===== src/rtl/memshare_pkg.sv =====
// Shared definitions for the memory-share scheduler: state encoding,
// default port count and the round-count helper.
package memshare_pkg;

  // Scheduler state encoding
  localparam logic [0:0] IDLE  = 1'b0;
  localparam logic [0:0] SERVE = 1'b1;

  // Default number of physical shared banks in GP2
  localparam int DEFAULT_SHARE_PORT_NUM = 2;

  // Number of rounds needed to serve n flagged requestors on p banks
  function automatic int round_count(input int n, input int p);
    return (n + p - 1) / p;
  endfunction

endpackage


===== src/rtl/lowest_k_select.sv =====
// Combinational picker: keeps the lowest-index K set bits of mask_i,
// or every set bit when fewer than K are set.
module lowest_k_select #(
  parameter int N = 5,
  parameter int K = 2
) (
  input  logic [N-1:0] mask_i,
  output logic [N-1:0] sel_o
);

  int cnt;

  // Scan from bit 0 upward, accepting set bits until K have been taken
  always_comb begin
    sel_o = '0;
    cnt   = 0;
    for (int i = 0; i < N; i++) begin
      if (mask_i[i] && (cnt < K)) begin
        sel_o[i] = 1'b1;
        cnt      = cnt + 1;
      end
    end
  end

endmodule


===== src/rtl/memshare_sched_ctrl.sv =====
// Memory-share scheduler: accepts one snapshot of shared-access flags and
// serialises the flagged requestors onto SHARE_PORT_NUM banks, one round
// per output beat. GP1 requestors are released with round 0 only.
//
// Handshakes: a transfer happens on a rising edge where valid and ready are
// both high. rqst_valid_i/rqst_ready_o move a snapshot in; grant_valid_o/
// grant_ready_i move a round beat out. While grant_valid_o is high and
// grant_ready_i is low, every beat output is held stable.
module memshare_sched_ctrl
  import memshare_pkg::*;
#(
  parameter int SHARED_BANK_NUM = 5,
  parameter int SHARE_PORT_NUM  = DEFAULT_SHARE_PORT_NUM,
  parameter int ROUND_WIDTH     = 2
) (
  input  logic                       sys_clk,
  input  logic                       rst,
  input  logic                       rqst_valid_i,
  output logic                       rqst_ready_o,
  input  logic [SHARED_BANK_NUM-1:0] share_rqstFlag_i,
  output logic                       grant_valid_o,
  input  logic                       grant_ready_i,
  output logic [SHARED_BANK_NUM-1:0] grant_o,
  output logic [SHARED_BANK_NUM-1:0] invalid_pos_o,
  output logic                       gp1_en_o,
  output logic [ROUND_WIDTH-1:0]     round_o,
  output logic                       end_flag_o,
  output logic [0:0]                 dbg_state_o
);

  logic [0:0]                 state_q, state_d;
  logic [SHARED_BANK_NUM-1:0] pending_q, pending_d;
  logic                       valid_q, valid_d;
  logic [SHARED_BANK_NUM-1:0] grant_q, grant_d;
  logic [SHARED_BANK_NUM-1:0] inval_q, inval_d;
  logic                       gp1_q, gp1_d;
  logic [ROUND_WIDTH-1:0]     round_q, round_d;
  logic                       end_q, end_d;

  logic                       beat_free;
  logic                       accept;
  logic [SHARED_BANK_NUM-1:0] pick_in;
  logic [SHARED_BANK_NUM-1:0] pick_out;
  logic [SHARED_BANK_NUM-1:0] remain;

  // Output slot can take a new beat when empty or being drained this edge
  assign beat_free    = !valid_q || grant_ready_i;
  assign rqst_ready_o = (state_q == IDLE) && beat_free;
  assign accept       = rqst_valid_i && rqst_ready_o;

  // One picker shared between the fresh snapshot and the pending mask
  assign pick_in = (state_q == IDLE) ? share_rqstFlag_i : pending_q;
  assign remain  = pick_in & ~pick_out;

  lowest_k_select #(
    .N (SHARED_BANK_NUM),
    .K (SHARE_PORT_NUM)
  ) u_pick (
    .mask_i (pick_in),
    .sel_o  (pick_out)
  );

  // Next-state and next-beat computation
  always_comb begin
    state_d   = state_q;
    pending_d = pending_q;
    valid_d   = valid_q;
    grant_d   = grant_q;
    inval_d   = inval_q;
    gp1_d     = gp1_q;
    round_d   = round_q;
    end_d     = end_q;

    if (state_q == IDLE) begin
      if (accept) begin
        grant_d   = pick_out;
        pending_d = remain;
        inval_d   = remain;
        gp1_d     = 1'b1;
        round_d   = '0;
        valid_d   = 1'b1;
        end_d     = (remain == '0);
        state_d   = (remain == '0) ? IDLE : SERVE;
      end else if (grant_ready_i) begin
        // Last beat drained with nothing new behind it
        valid_d   = 1'b0;
        grant_d   = '0;
        inval_d   = '0;
        gp1_d     = 1'b0;
        round_d   = '0;
        end_d     = 1'b0;
      end
    end else begin
      if (grant_ready_i) begin
        grant_d   = pick_out;
        pending_d = remain;
        inval_d   = remain;
        gp1_d     = 1'b0;
        round_d   = round_q + ROUND_WIDTH'(1);
        end_d     = (remain == '0);
        if (remain == '0) begin
          state_d = IDLE;
        end
      end
    end
  end

  // State and beat registers, cleared asynchronously on reset
  always_ff @(posedge sys_clk or posedge rst) begin
    if (rst) begin
      state_q   <= IDLE;
      pending_q <= '0;
      valid_q   <= 1'b0;
      grant_q   <= '0;
      inval_q   <= '0;
      gp1_q     <= 1'b0;
      round_q   <= '0;
      end_q     <= 1'b0;
    end else begin
      state_q   <= state_d;
      pending_q <= pending_d;
      valid_q   <= valid_d;
      grant_q   <= grant_d;
      inval_q   <= inval_d;
      gp1_q     <= gp1_d;
      round_q   <= round_d;
      end_q     <= end_d;
    end
  end

  assign grant_valid_o = valid_q;
  assign grant_o       = grant_q;
  assign invalid_pos_o = inval_q;
  assign gp1_en_o      = gp1_q;
  assign round_o       = round_q;
  assign end_flag_o    = end_q;
  assign dbg_state_o   = state_q;

endmodule


===== config.mk =====
export PLATFORM = sky130hd
export DESIGN_NAME = memshare_sched_ctrl
export DESIGN_NICKNAME = d
export VERILOG_FILES = /design/src/rtl/memshare_pkg.sv /design/src/rtl/lowest_k_select.sv /design/src/rtl/memshare_sched_ctrl.sv
export SDC_FILE = /design/constraint.sdc
export NUM_CORES = 1
export LEC_CHECK = 0
export ABC_AREA = 1
export CORE_MARGIN = 1.5
export CORE_UTILIZATION = 45
export CTS_CLUSTER_SIZE = 28
export DETAILED_ROUTE_END_ITERATION = 12
export PLACE_DENSITY = 0.77
export SLEW_MARGIN = 20
export SYNTH_ARGS = -nofsm -noshare
export SYNTH_HDL_FRONTEND = slang
export SYNTH_SLANG_ARGS = --single-unit
export TNS_END_PERCENT = 10

===== constraint.sdc =====
create_clock -name sys_clk -period 1.9 [get_ports sys_clk]
set_clock_uncertainty 0.15 [all_clocks]
set_input_delay 0.38 -clock sys_clk [delete_from_list [all_inputs] [get_ports sys_clk]]
set_output_delay 0.38 -clock sys_clk [all_outputs]
set_load 0.05 [all_outputs]

* After elaboration in Yosys (flattened, before gate mapping)
Cells that the tools add are included.
** Word-level totals
- Register bits :: 21
- Bits in latches :: 0
- Bits in writable memories :: 0
- Memory bits (read-only) :: 0
- Output and inout bits :: 17
- Memories :: 0
** Operators by class
- $add $sub $neg :: 4
- Multipliers :: 0
- Divide/modulo/power cells :: 0
- Order comparisons :: 4
- Eq/ne operators :: 1
- Shift operators :: 0
- Mux-type cells :: 35
- Bitwise gates (word level) :: 3
- Reductions and logical operators :: 14
** Operator list (count)
- $lt 32x3->1 const B :: 3
- $mux 32 :: 3
- $add 32x2->32 const B :: 2
- $mux 5 :: 10
- $mux 1 :: 18
- $mux 2 :: 4
- $logic_and 1x1->1 :: 6
- $reduce_and 2->1 :: 3
- $and 5x5->5 :: 1
- $logic_not 5->1 :: 1
- $not 5->5 :: 1
- $reduce_bool 2->1 :: 2
- $add 1x1->2 const B :: 1
- $add 2x1->2 const B :: 1
- $lt 1x2->1 const B :: 1
- $ne 2x2->1 const B :: 1
- $logic_not 1->1 :: 1
- $logic_or 1x1->1 :: 1
- $not 1->1 :: 1

* Longest topological paths before layout
- Word-level depth :: 20
- Depth in mapped cells :: 12
- Depth with buffers taken out :: 12

* By module
Synthesis repeated with hierarchy kept, for this count alone.
** Second synthesis, totals
- Cells, all modules :: 161
- Area, all modules :: 1208.7 µm²
** By module, submodules not included
- memshare_sched_ctrl :: instances 1, cells each 130, area each 1013.5 µm², sequential area each 525.5 µm²
- lowest_k_select :: instances 1, cells each 31, area each 195.2 µm², sequential area each 0.0 µm²

* Worst setup path after synthesis
No wires, ideal clock.
- Path kind :: flip-flop to flip-flop
- From :: register state_q (netlist: dbg_state_o)
- To :: register end_q (netlist: end_flag_o)
- Setup time :: 0.118 ns
- Data arrival time :: 1.686 ns
- Data required time :: 1.632 ns
- Setup slack :: -0.053 ns
- Stages on the path, launching flop included :: 12
- Path buffers :: 1
- Clock period less this slack :: 1.953 ns
- Cell sequence :: dfrtp_1 buf_6 nor2_1 ha_1 inv_1 nand3_2 nand2_1 nand3_2 nand2_2 nand2_1 nand3_1 nand2_1
** On the way
- Cells in the longest elaborated chain, start to end :: 19
** Ends and longest elaborated chain
- start: declaration :: RTL line memshare_sched_ctrl.sv:31 : logic [0:0] state_q, state_d;
- start signal: assignment :: RTL line memshare_sched_ctrl.sv:120 : state_q <= state_d;
- $mux 5 :: RTL line memshare_sched_ctrl.sv:52 : assign pick_in = (state_q == IDLE) ? share_rqstFlag_i : pending_q;
- $mux 1 :: RTL line lowest_k_select.sv:18 : if (mask_i[i] && (cnt < K)) begin
- $lt 1x2->1 :: RTL line lowest_k_select.sv:18
- $logic_and 1x1->1 :: RTL line lowest_k_select.sv:18
- $mux 32 :: RTL line lowest_k_select.sv:18
- $lt 32x3->1 :: RTL line lowest_k_select.sv:18
- $logic_and 1x1->1 :: RTL line lowest_k_select.sv:18
- $mux 32 :: RTL line lowest_k_select.sv:18
- (+3 left out)
- $lt 32x3->1 :: RTL line lowest_k_select.sv:18
- $logic_and 1x1->1 :: RTL line lowest_k_select.sv:18
- $mux 1 :: RTL line lowest_k_select.sv:18
- $not 5->5 :: RTL line memshare_sched_ctrl.sv:53 : assign remain = pick_in & ~pick_out;
- $and 5x5->5 :: RTL line memshare_sched_ctrl.sv:53
- $logic_not 5->1 :: RTL line memshare_sched_ctrl.sv:82, memshare_sched_ctrl.sv:100
- $mux 1 (on tied branches) :: RTL line memshare_sched_ctrl.sv:75, memshare_sched_ctrl.sv:94
- $mux 1 :: RTL line memshare_sched_ctrl.sv:74 : if (state_q == IDLE) begin
- end signal: assignment :: RTL line memshare_sched_ctrl.sv:127 : end_q <= end_d;
- end: declaration :: RTL line memshare_sched_ctrl.sv:38 : logic end_q, end_d;
Several ways; a longest one is shown, not always the timed one. The select of a mux whose other input is x is not followed.
A chain may end at the register's enable or synchronous reset.

* Worst setup path after layout
- From :: input grant_ready_i
- To :: output rqst_ready_o
** On the way
- Cells in the longest elaborated chain, start to end :: 2
** Ends and longest elaborated chain
- start: declaration :: RTL line memshare_sched_ctrl.sv:22 : input logic grant_ready_i,
- $logic_or 1x1->1 :: RTL line memshare_sched_ctrl.sv:47 : assign beat_free = !valid_q || grant_ready_i;
- $logic_and 1x1->1 :: RTL line memshare_sched_ctrl.sv:48 : assign rqst_ready_o = (state_q == IDLE) && beat_free;
- end: declaration :: RTL line memshare_sched_ctrl.sv:19 : output logic rqst_ready_o,
No other way between the ends.

==> run metrics <==
crit-path cells clkdlybuf4s50_1, inv_2, a21oi_4, buf_12; CTS tree built; Rows 15; fin crit share 95.6%; largest family of logic cells by synthesized area simple AND/OR/NAND/NOR gates; sequential share of power 30.8%; H-tree lvl count 1; Power Density 1660 mW/mm^2; DRT iter0 DRCs 9; Fillers 159; Crit path arrival time 1.29 ns; crit path capture type primary output; critical path's top delay family buffers and inverters; Placer Congestion 0.828; share of cells above drive strength 1 29.9%; antenna-violating nets left 0; kind of start point of the critical path input pin; Sw Pwr 0.000976 W; flops & latches, synth 17; area share of xor/xnor cells in the synthesized design 1.02%; Fmax 550 MHz; Area Growth Syn to Fin 34.7%; final setup fails 0; post-DR wirelength/cell 10.9 um; Root Driver clkbuf_4; Peak VDD IR 1050 uV; Buf/Inv on CP 3; mux contribution to synthesized area 0%; die width 46.8 um; Die Y 46.8 um; Post-Synth Adder-Cell Area 1.45%; internal power 0.000948 W; cell leakage power 0.639 nW; Post-DP Area 0.00113 sq mm; compound-gate portion of the synthesized area 8.85%; Sw Share 50.7%; area of the mapped netlist 862 sq um; Post CTS Setup Buffer Count 0; hold crit path type in -> async; Die Area 0.00219 sq mm; status finished clean; HPWL after detailed placement 1370 um; Max stage delay on crit path 0.50 ns; Ant. Diodes 0; Longest Clk Path Bufs 2; hold buffers post-CTS 0; unrepaired setup endpoints after global routing no; logic gate share of total power 59.1%; pin count of the biggest net entering global routing 18; Tmin final 1.82 ns; clock share of power 10.1%; vias in the first global route 655; Yosys cell types 17; initial antenna violation count 0; syn avg cell area 8.13 sq um; # nets final 148; DRC 0; CP Class in -> out; Worst-Skew Late Latency 0.29 ns; maxcap violations 0; DR vias/cell 4.73; overflow left after global routing 0; post-synthesis sequential area ratio 49.3%; clk sinks 17; CTS-repair resized insts 0; CP required 1.37 ns; GRT Util Overall 18.4%; Max stage delay cell, worst path clkdlybuf4s50_1; crit-path max FO 2; Num CTS Buffers 3; via count 767; final instance area 0.00116 sq mm; warnings from Yosys 0; I/O pins 26; CTS clock-pin slew for the worst setup and hold paths 0.09 ns; Pre-Repair DR Iteration Count 4; Mapped Cells 106; Synth Area in Simple Gates 30.6%; initial core utilization 48.9%; global-route wire length before repair 2780 um; Slew Viols, Final 0; Fin. Hold Viols 0; Core ar. 0.00176 sq mm; Pwr Total 0.00192 W; final wirelength 1770 um; Buffers on Ports 23
## cell families (layout without fill, tap and decap cells)
kind of cell             count (synthesis)  in the layout
other                                    1              2
XOR/XNOR                                 1              1
adder cells (fa/ha/maj)                  1              1
AND/OR/NAND/NOR                         58             58
AO/OA/AOI/OAI                           13             13
flip-flops                              17             17
buffers and inverters                   15             45
## worst min-delay path, cell delays in order
cell and delay, ns:
clkdlybuf4s50_1 0.39, inv_1 0.05, buf_4 0.24
## cell usage in the layout (no fill, tap or decap), types with 3 or more instances in the layout
master,synthesis,layout
nand2_2,8,8
o21ai_0,6,6
clkbuf_4,0,3
inv_1,8,8
inv_2,4,4
buf_4,2,19
a21oi_1,6,6
nand2_1,40,40
nand3_1,5,5
clkdlybuf4s50_1,0,8
dfrtp_1,17,16
## path summary, 6_finish.rpt
check	startpoint	end	slack [ns]	depth (start not counted)
max	grant_ready_i	rqst_ready_o	0.08	4
min	rst	end_flag_o$_DFFE_PP0P_	0.24	3
max reg2reg	dbg_state_o$_DFF_PP0_	end_flag_o$_DFFE_PP0P_	0.19	10
min reg2reg	invalid_pos_o[2]$_DFFE_PP0P_	invalid_pos_o[2]$_DFFE_PP0P_	0.33	2
max in group asynchronous	rst	dbg_state_o$_DFF_PP0_	1.15	3
min in group sys_clk	invalid_pos_o[2]$_DFFE_PP0P_	invalid_pos_o[2]$_DFFE_PP0P_	0.33	2
## flip-flops by register name, indices dropped and copies added (netlist names)
signal         count
invalid_pos_o      3
end_flag_o         1
grant_o            5
grant_valid_o      1
dbg_state_o        1
gp1_en_o           1
round_o            2
pending_q          3
## Yosys cell counts
master,n,share of area [%]
inv_1,8,3.5
nand2_2,8,5.8
o21ai_0,6,3.5
buf_4,2,1.7
a21oi_1,6,3.5
dfrtp_1,17,49
nor2_1,2,0.87
buf_6,1,1.3
ha_1,1,1.5
nand3_2,2,2.3
a21oi_4,1,1.9
nand3_1,5,2.9
inv_2,4,1.7
nand2_4,1,1.3
conb_1,1,0.43
nand2_1,40,17
xor2_1,1,1.0
## power groups by stage
stage	registers [W]	clock network (W)	logic, W
2_1_floorplan	0.000941	0	0.000426
3_3_place_gp	0.000594	0	0.00113
3_5_place_dp	0.000602	0	0.00114
4_1_cts	0.000595	0.000194	0.00114
5_1_grt	0.000608	0.000211	0.00122
6_report	0.000592	0.000194	0.00114
## per-stage QoR
stage | TNS, ns | setup WS (ns) | util (%) | instances | hold slack, ns
after global placement | -0.162 | -0.0755 | 64.3 | 158 | 0.307
after global routing | 0 | 0.0546 | 65.8 | 162 | 0.260
after detailed placement | -0.290 | -0.111 | 64.3 | 158 | 0.310
after CTS | 0 | 0.0756 | 65.8 | 162 | 0.247
final | 0 | 0.0830 | 65.8 | 162 | 0.240
after floorplan | 0 | 0.0749 | - | 107 | 0.156
## layer usage
layer	global-route usage (%)	vias up	part of all wire (%)
li1	-	390	-
met4	8.33	0	1.2
met5	0	-	0
met3	3.46	4	5.8
met2	29.3	29	47
met1	24.3	344	46
## cell type report
cell class	count	area (sq um)	share of cell area, %
flip-flops and latches	17	427	36.7
multi-input cells	75	369	31.8
repair buffers	29	263	22.6
inverters	12	45.0	3.88
well taps	25	31.3	2.69
clock buffers	4	26.3	2.26
No activity file was read; power rests on OpenSTA's default activity.
